**config.mk**
```make
export PLATFORM = sky130hd
export DESIGN_NAME = ap_fifo_frame_gate
export DESIGN_NICKNAME = d
export VERILOG_FILES = /design/src/rtl/ap_fifo_frame_pkg.sv /design/src/rtl/ap_fifo_frame_gate.sv
export SDC_FILE = /design/constraint.sdc
export NUM_CORES = 1
export LEC_CHECK = 0
export BUFFER_PORTS_ARGS = -buffer_cell sky130_fd_sc_hd__buf_2
export CAP_MARGIN = 5
export CORE_ASPECT_RATIO = 1.25
export CORE_MARGIN = 5
export CORE_UTILIZATION = 45
export DETAILED_ROUTE_END_ITERATION = 8
export MAX_ROUTING_LAYER = met4
export PLACE_DENSITY = 0.89
export SETUP_SLACK_MARGIN = 0.4
export SKIP_CTS_REPAIR_TIMING = 1
export SLEW_MARGIN = 20
export SYNTH_ARGS = -nofsm -noshare
export SYNTH_HDL_FRONTEND = slang
export SYNTH_SLANG_ARGS = --single-unit
```
**constraint.sdc**
```tcl
create_clock -name ap_clk -period 5.8 [get_ports ap_clk]
set_clock_uncertainty 0.1 [all_clocks]
set_input_delay 0 -clock ap_clk [delete_from_list [all_inputs] [get_ports ap_clk]]
set_output_delay 0 -clock ap_clk [all_outputs]
set_load 0.05 [all_outputs]
```
**src/rtl/ap_fifo_frame_pkg.sv**
```systemverilog
// Shared framing definitions: FSM states, header field offsets and the default magic word.
package ap_fifo_frame_pkg;

  typedef enum logic [1:0] {
    HDR      = 2'd0,
    EMIT_HDR = 2'd1,
    PAYLOAD  = 2'd2
  } state_t;

  localparam int          LEN_LSB   = 0;
  localparam int          MAGIC_LSB = 32;
  localparam logic [31:0] DEF_MAGIC = 32'hC0DE_F00D;

endpackage

```
**src/rtl/ap_fifo_frame_gate.sv**
```systemverilog
// Header-validating frame gate in front of an IP ap_fifo input; payload is a zero-latency pass-through.
// Headers pop without downstream space; payload beats move only when both sides are ready, else stall.
module ap_fifo_frame_gate
  import ap_fifo_frame_pkg::*;
#(
  parameter int          DATA_W    = 128,
  parameter int          LEN_W     = 32,
  parameter logic [31:0] MAGIC     = DEF_MAGIC,
  parameter int          MAX_BEATS = 65536,
  parameter bit          FWD_HDR   = 1'b0
) (
  input  logic              ap_clk,
  input  logic              ap_rst,
  input  logic [DATA_W-1:0] in_V_V_dout,
  input  logic              in_V_V_empty_n,
  output logic              in_V_V_read,
  output logic [DATA_W-1:0] out_V_V_din,
  input  logic              out_V_V_full_n,
  output logic              out_V_V_write,
  output logic [31:0]       frame_cnt,
  output logic [15:0]       err_cnt,
  output logic              busy
);

  localparam logic [LEN_W-1:0] MAX_LEN = LEN_W'(MAX_BEATS);

  state_t              r_state;
  logic [LEN_W-1:0]    r_remaining;
  logic [DATA_W-1:0]   r_hdr;
  logic [31:0]         r_frame_cnt;
  logic [15:0]         r_err_cnt;
  logic                r_busy;

  logic [LEN_W-1:0]    w_hdr_len;
  logic                w_magic_ok;
  logic                w_len_zero;
  logic                w_len_ok;
  logic                w_xfer;

  assign w_hdr_len  = in_V_V_dout[LEN_LSB +: LEN_W];
  assign w_magic_ok = (in_V_V_dout[MAGIC_LSB +: 32] == MAGIC);
  assign w_len_zero = (w_hdr_len == '0);
  assign w_len_ok   = !w_len_zero && (w_hdr_len <= MAX_LEN);
  assign w_xfer     = in_V_V_empty_n & out_V_V_full_n;

  // Strobes are combinational so payload passes straight through; reset masks them.
  always_comb begin
    in_V_V_read   = 1'b0;
    out_V_V_write = 1'b0;
    out_V_V_din   = in_V_V_dout;
    if (!ap_rst) begin
      case (r_state)
        HDR:      in_V_V_read = in_V_V_empty_n;
        EMIT_HDR: begin
          out_V_V_write = out_V_V_full_n;
          out_V_V_din   = r_hdr;
        end
        PAYLOAD:  begin
          in_V_V_read   = w_xfer;
          out_V_V_write = w_xfer;
        end
        default:  in_V_V_read = 1'b0;
      endcase
    end
  end

  always_ff @(posedge ap_clk) begin
    if (ap_rst) begin
      r_state     <= HDR;
      r_remaining <= '0;
      r_hdr       <= '0;
      r_frame_cnt <= '0;
      r_err_cnt   <= '0;
      r_busy      <= 1'b0;
    end else begin
      case (r_state)
        HDR: begin
          if (in_V_V_empty_n) begin
            if (w_magic_ok && w_len_ok) begin
              r_remaining <= w_hdr_len;
              r_hdr       <= in_V_V_dout;
              r_state     <= FWD_HDR ? EMIT_HDR : PAYLOAD;
              r_busy      <= 1'b1;
            end else if (w_magic_ok && w_len_zero) begin
              r_frame_cnt <= r_frame_cnt + 32'd1;
            end else if (r_err_cnt != 16'hFFFF) begin
              // Junk is dropped one word at a time until a valid header lines up again.
              r_err_cnt <= r_err_cnt + 16'd1;
            end
          end
        end
        EMIT_HDR: begin
          if (out_V_V_full_n) r_state <= PAYLOAD;
        end
        PAYLOAD: begin
          if (w_xfer) begin
            r_remaining <= r_remaining - LEN_W'(1);
            if (r_remaining == LEN_W'(1)) begin
              r_frame_cnt <= r_frame_cnt + 32'd1;
              r_state     <= HDR;
              r_busy      <= 1'b0;
            end
          end
        end
        default: begin
          r_state <= HDR;
          r_busy  <= 1'b0;
        end
      endcase
    end
  end

  assign frame_cnt = r_frame_cnt;
  assign err_cnt   = r_err_cnt;
  assign busy      = r_busy;

endmodule

```
* After elaboration in Yosys (flattened, before gate mapping) *
Cells that the tools add are included.

word-level totals
  register bits after elaboration = 211
  output and inout bits = 179
  logic and storage cells = 66

operators by class
  bitwise operators = 4
  order comparisons = 1
  equal/unequal tests = 12
  add/subtract/negate cells = 3
  reduce and logical (&&, ||, !) cells = 13
  multiplexer cells = 27

operators by type and width
  kind                                                                     number
  128-bit two-way mux                                                      2
  32-bit two-way mux                                                       8
  32-bit case mux with 2 select lines                                      2
  32-bit by 1-bit adder with 32-bit output, second input constant          1
  32-bit by 1-bit equality test with 1-bit output, second input constant   1
  32-bit equality test, second input constant                              1
  32-bit by 17-bit <= comparator with 1-bit output, second input constant  1
  32-bit zero test                                                         1
  32-bit by 1-bit subtractor with 32-bit output, second input constant     1
  16-bit by 1-bit adder with 16-bit output, second input constant          1
  16-bit inequality test, second input constant                            1
  5-bit AND reduction                                                      3
  2-bit inequality test, second input constant                             7
  2-bit two-way mux                                                        5
  1-bit two-way mux                                                        6
  2-bit case mux with 3 select lines                                       1
  6-bit AND reduction                                                      1
  1-bit case mux with 2 select lines                                       2
  4-bit AND reduction                                                      1
  1-bit logical AND                                                        3
  1-bit NOT                                                                3
  1-bit case mux with 3 select lines                                       1
  3-bit AND reduction                                                      1
  2-bit by 1-bit equality test with 1-bit output, second input constant    1
  other kinds (5)                                                          5

* Depth between registers and ports, before layout *
  word-level depth = 7
  mapped depth = 9
  depth with buffers taken out = 8

* Worst setup path before layout *
No wires, ideal clock.

  path type = register to register
  start = reg r_frame_cnt[3] (netlist: frame_cnt[3])
  end = reg r_frame_cnt[30] (netlist: frame_cnt[30])
  library setup time = 70 ps
  data arrival time = 2805 ps
  cell stages (with the launch flop) = 8
  setup slack = 2825 ps
  required time = 5630 ps
  buffers on the path = 1
  clock period less this slack = 2975 ps
  path through = dfxtp_1 and4_4 nand2_4 or4_1 buf_2 or4_1 or4_1 a21oi_1

between the ends
  longest elaborated chain between the ends = 5
  elaborated cells on any way between the ends = 7
  classes of those cells = add/sub (1); mux (6)

RTL lines
  item                                          RTL line                                            source
  start, declared                               ap_fifo_frame_gate.sv:30                            logic [31:0] r_frame_cnt;
  start signal, assigned                        ap_fifo_frame_gate.sv:85                            r_frame_cnt <= r_frame_cnt + 32'd1;
  start signal, assigned                        ap_fifo_frame_gate.sv:99                            r_frame_cnt <= r_frame_cnt + 32'd1;
  32-bit by 1-bit adder with 32-bit output (*)  ap_fifo_frame_gate.sv:85, ap_fifo_frame_gate.sv:99
  32-bit two-way mux                            ap_fifo_frame_gate.sv:84                            end else if (w_magic_ok && w_len_zero) begin
  32-bit two-way mux                            ap_fifo_frame_gate.sv:79                            if (w_magic_ok && w_len_ok) begin
  32-bit two-way mux                            ap_fifo_frame_gate.sv:78                            if (in_V_V_empty_n) begin
  32-bit case mux with 2 select lines (*)       ap_fifo_frame_gate.sv:76                            case (r_state)

Mark *: on every way between the ends. The rest lies on a longest branch, timed or not. The select of a mux whose other input is x is not followed.
A chain may end at the register's enable or synchronous reset.

==> results.ini <==
[detailed_routing]
drt_drc_violations_left = 0
drt-met1-wl_um = 7180
detailedRoute.firstIterationViolations = 597
first_pass_iters = 5
ant_nets = 0
viasPerCell = 6.04
routed_wire_length_per_instance_um = 18.1
dr_wl_met3_um = 1570
postRouteWirelength_um = 18300
met2_wirelength_um = 9090
route.top_layer_used = met4
vias = 6102

[clocking]
clock_sink_count = 81
htreeDepth = 3
ctsLongestPathBuffers = 2
cts_root_buffer = sky130_fd_sc_hd__clkbuf_16
clock_latency_late_sink_ps = 340
cts_made_buffers = 9
tritoncts = built
clkSlewWorstSetupHoldPaths_ps = 60

[global_route]
grt_pass1_vias = 5264
antenna_violations_before_repair = 0
grt_util_all_layers_pct = 21.7
first_pass_grt_wire_length_um = 26500
globalRouteOverflowTotal = 0
grt_start_max_net_pins = 86

[timing]
final_setup_fails = 0
hold-worst-slack_ps = -23.1
maxSlewHeadroom_pct = 36.8
setup_ws_ps = 2370
timing.final.hold_violations = 4
slew_at_the_pin_closest_to_its_max_slew_limit_ps = 936
layout_worst_path_cycle_share_pct = 59.2
finalWorstPathRequiredPeriod_ps = 3430
maxClockFrequency_mhz = 291
grt_setup_unrepaired = false
setup_tns_ps = 0
slew_viol_final = 0

[synth]
synth.most_common_cell = sky130_fd_sc_hd__buf_4
synth_sequential_area_ratio_pct = 28.6
synth_largest_area_cell = sky130_fd_sc_hd__dfxtp_1
synthArstFlopShare_pct = 0
synth_seq_cells = 81
synth_top_area_share_pct = 28.6
synthesis.nets = 863
syn_area_um2 = 5680
synth.top_cells.by_area = sky130_fd_sc_hd__dfxtp_1 (29%), sky130_fd_sc_hd__buf_4 (17%), sky130_fd_sc_hd__a21oi_1 (5.7%)
ys.warnings.count = 0
ys_top_cells_by_count = sky130_fd_sc_hd__buf_4 (128), sky130_fd_sc_hd__dfxtp_1 (81), sky130_fd_sc_hd__a21oi_1 (65)
postSynth.topFlopCell = sky130_fd_sc_hd__dfxtp_1
syn_inst = 727
yosys.cell_types.count = 67
postSynthAreaPerCell_um2 = 7.81
synth_edf_count = 0

[worst_setup_path]
worst-endpoint-required_ps = 5880
crit_path_end_kind = flip-flop
critPathMaxFanout = 26
r2r_end = r_remaining[12]$_SDFFE_PP0P_
ff2ff_path_depth = 7
crit_path_start_kind = flip-flop
cp.arrival_ps = 3510
ff2ff_setup_slack_ps = 2370
critical_path.reg2reg.startpoint = busy$_SDFFE_PP0P_
worstSetupPathType = reg -> reg

[power]
vdd_ir_drop_max_v = 0.000172
power_per_cell_area_nw_per_um2 = 217
share_clk_of_total_power_pct = 40.6
power_switching_mw = 0.470
swShare_pct = 31.7
comb_power_share_pct = 21.7
power_frac_seq_pct = 37.7
static-leakage-power_nw = 2.73
cell_internal_pwr_mw = 1.01

[finish]
nets_final = 974
flow.area_growth_from_synthesis_pct = 20.2
layout-drive-gt1-share_pct = 27.2
antenna_cells = 0
final_cells = 1011

[placement]
finalWeightedCongestion = 0.924
place_ws_ps = 2500
post-place-cells = 919
detailed_place_hpwl_um = 12100
buffer_ports.inserted = 182

[hold_path]
hold_depth = 5
hp-start = in_V_V_dout[20]
holdPathEnd = r_remaining[20]$_SDFFE_PP0P_
hold_path_class = in -> reg

[floorplan]
width_of_the_chip_um = 110
die-area_um2 = 15000
fp.dieH_um = 136
rows = 46
initial_core_util_pct = 45.3
io-pin-count = 311
fp.coreArea_um2 = 12500

[flow_run]
cap_violations = 0

[run_status]
violations = hold timing
status = finished with violations

worst max-delay path, cell delays in order (launching register included):
cell and delay, ps:
sky130_fd_sc_hd__dfxtp_1 300, sky130_fd_sc_hd__buf_4 290, sky130_fd_sc_hd__clkinv_1 670, sky130_fd_sc_hd__nor2_1 760, sky130_fd_sc_hd__a41oi_1 350, sky130_fd_sc_hd__buf_4 370
sky130_fd_sc_hd__a222oi_1 340, sky130_fd_sc_hd__nor2_1 80
how the worst max path moves through the flow:
stage	start	endpoint	slack, ps
6_report	busy$_SDFFE_PP0P_	r_remaining[12]$_SDFFE_PP0P_	2370
5_1_grt	busy$_SDFFE_PP0P_	r_remaining[12]$_SDFFE_PP0P_	2130
4_1_cts	busy$_SDFFE_PP0P_	r_remaining[12]$_SDFFE_PP0P_	2490
3_5_place_dp	busy$_SDFFE_PP0P_	r_remaining[12]$_SDFFE_PP0P_	2500
3_3_place_gp	busy$_SDFFE_PP0P_	r_remaining[16]$_SDFFE_PP0P_	2620
2_1_floorplan	frame_cnt[3]$_SDFFE_PP0P_	frame_cnt[30]$_SDFFE_PP0P_	2820
logic make-up after synthesis:
kind of cell / Yosys count / share of synthesized area, %
buffers and inverters: 175 / 20.2
muxes: 11 / 2.09
DFF: 81 / 28.6
and+or+nand+nor: 276 / 27.5
xor gates and xnor gates: 7 / 1.08
adders and majority gates: 4 / 0.881
AOI/OAI and AO/OA: 173 / 19.6
sequential cells by signal (all words and copies together) (netlist names):
signal and count:
frame_cnt 32, r_remaining 32, err_cnt 16, busy 1
final cells by class:
type / instances / area (um^2)
repair buffers: 265 / 1720
fillers: 1172 / 5720
clock inverters: 6 / 82.6
clock buffers: 10 / 229
inverters: 10 / 37.5
multi-input cells: 471 / 2920
flip-flops and latches: 81 / 1620
well taps: 168 / 210
layout by cell type, fill, tap and decap left out, types with 5 or more instances in the layout:
cell type / instances
sky130_fd_sc_hd__mux2_2: 7
sky130_fd_sc_hd__nor3_1: 13
sky130_fd_sc_hd__o21ai_0: 26
sky130_fd_sc_hd__and2_1: 5
sky130_fd_sc_hd__or3_1: 17
sky130_fd_sc_hd__nand4_1: 16
sky130_fd_sc_hd__buf_2: 182
sky130_fd_sc_hd__clkbuf_16: 9
sky130_fd_sc_hd__dfxtp_1: 81
sky130_fd_sc_hd__a21oi_1: 65
sky130_fd_sc_hd__o211ai_1: 5
sky130_fd_sc_hd__nor2_1: 49
sky130_fd_sc_hd__nor4b_1: 5
sky130_fd_sc_hd__buf_4: 7
sky130_fd_sc_hd__dlygate4sd3_1: 76
sky130_fd_sc_hd__o41ai_1: 7
sky130_fd_sc_hd__nand2_1: 53
sky130_fd_sc_hd__inv_1: 9
sky130_fd_sc_hd__and3_1: 5
sky130_fd_sc_hd__nand3_1: 23
sky130_fd_sc_hd__o31ai_1: 32
sky130_fd_sc_hd__xnor2_1: 7
sky130_fd_sc_hd__or4_1: 34
sky130_fd_sc_hd__nor4_1: 18
through the flow:
step                power (mW)  utilization, %  hold WS [ps]  cell area, um^2
floorplan                0.850               -          51.8             5680
global placement         0.762            45.8         -99.7             5750
detailed placement       0.763            45.8         -99.7             5750
CTS                       1.37            48.3          -140             6060
global route              1.54            54.4          1.73             6830
finish                    1.48            54.4         -23.1             6830
power groups by stage:
stage | clock network, mW | registers [mW] | logic (mW)
floorplan | 0 | 0.577 | 0.273
global placement | 0 | 0.572 | 0.190
detailed placement | 0 | 0.572 | 0.191
CTS | 0.614 | 0.560 | 0.192
global route | 0.642 | 0.560 | 0.333
finish | 0.602 | 0.560 | 0.321
layer usage:
| layer | vias up | track usage (%) |
|---|---|---|
| met3 | 42 | 5.54 |
| met1 | 2892 | 26.1 |
| li1 | 2812 | - |
| met4 | 0 | 9.10 |
| met5 | - | - |
| met2 | 356 | 34.6 |
(Power assumes the default switching activity.)
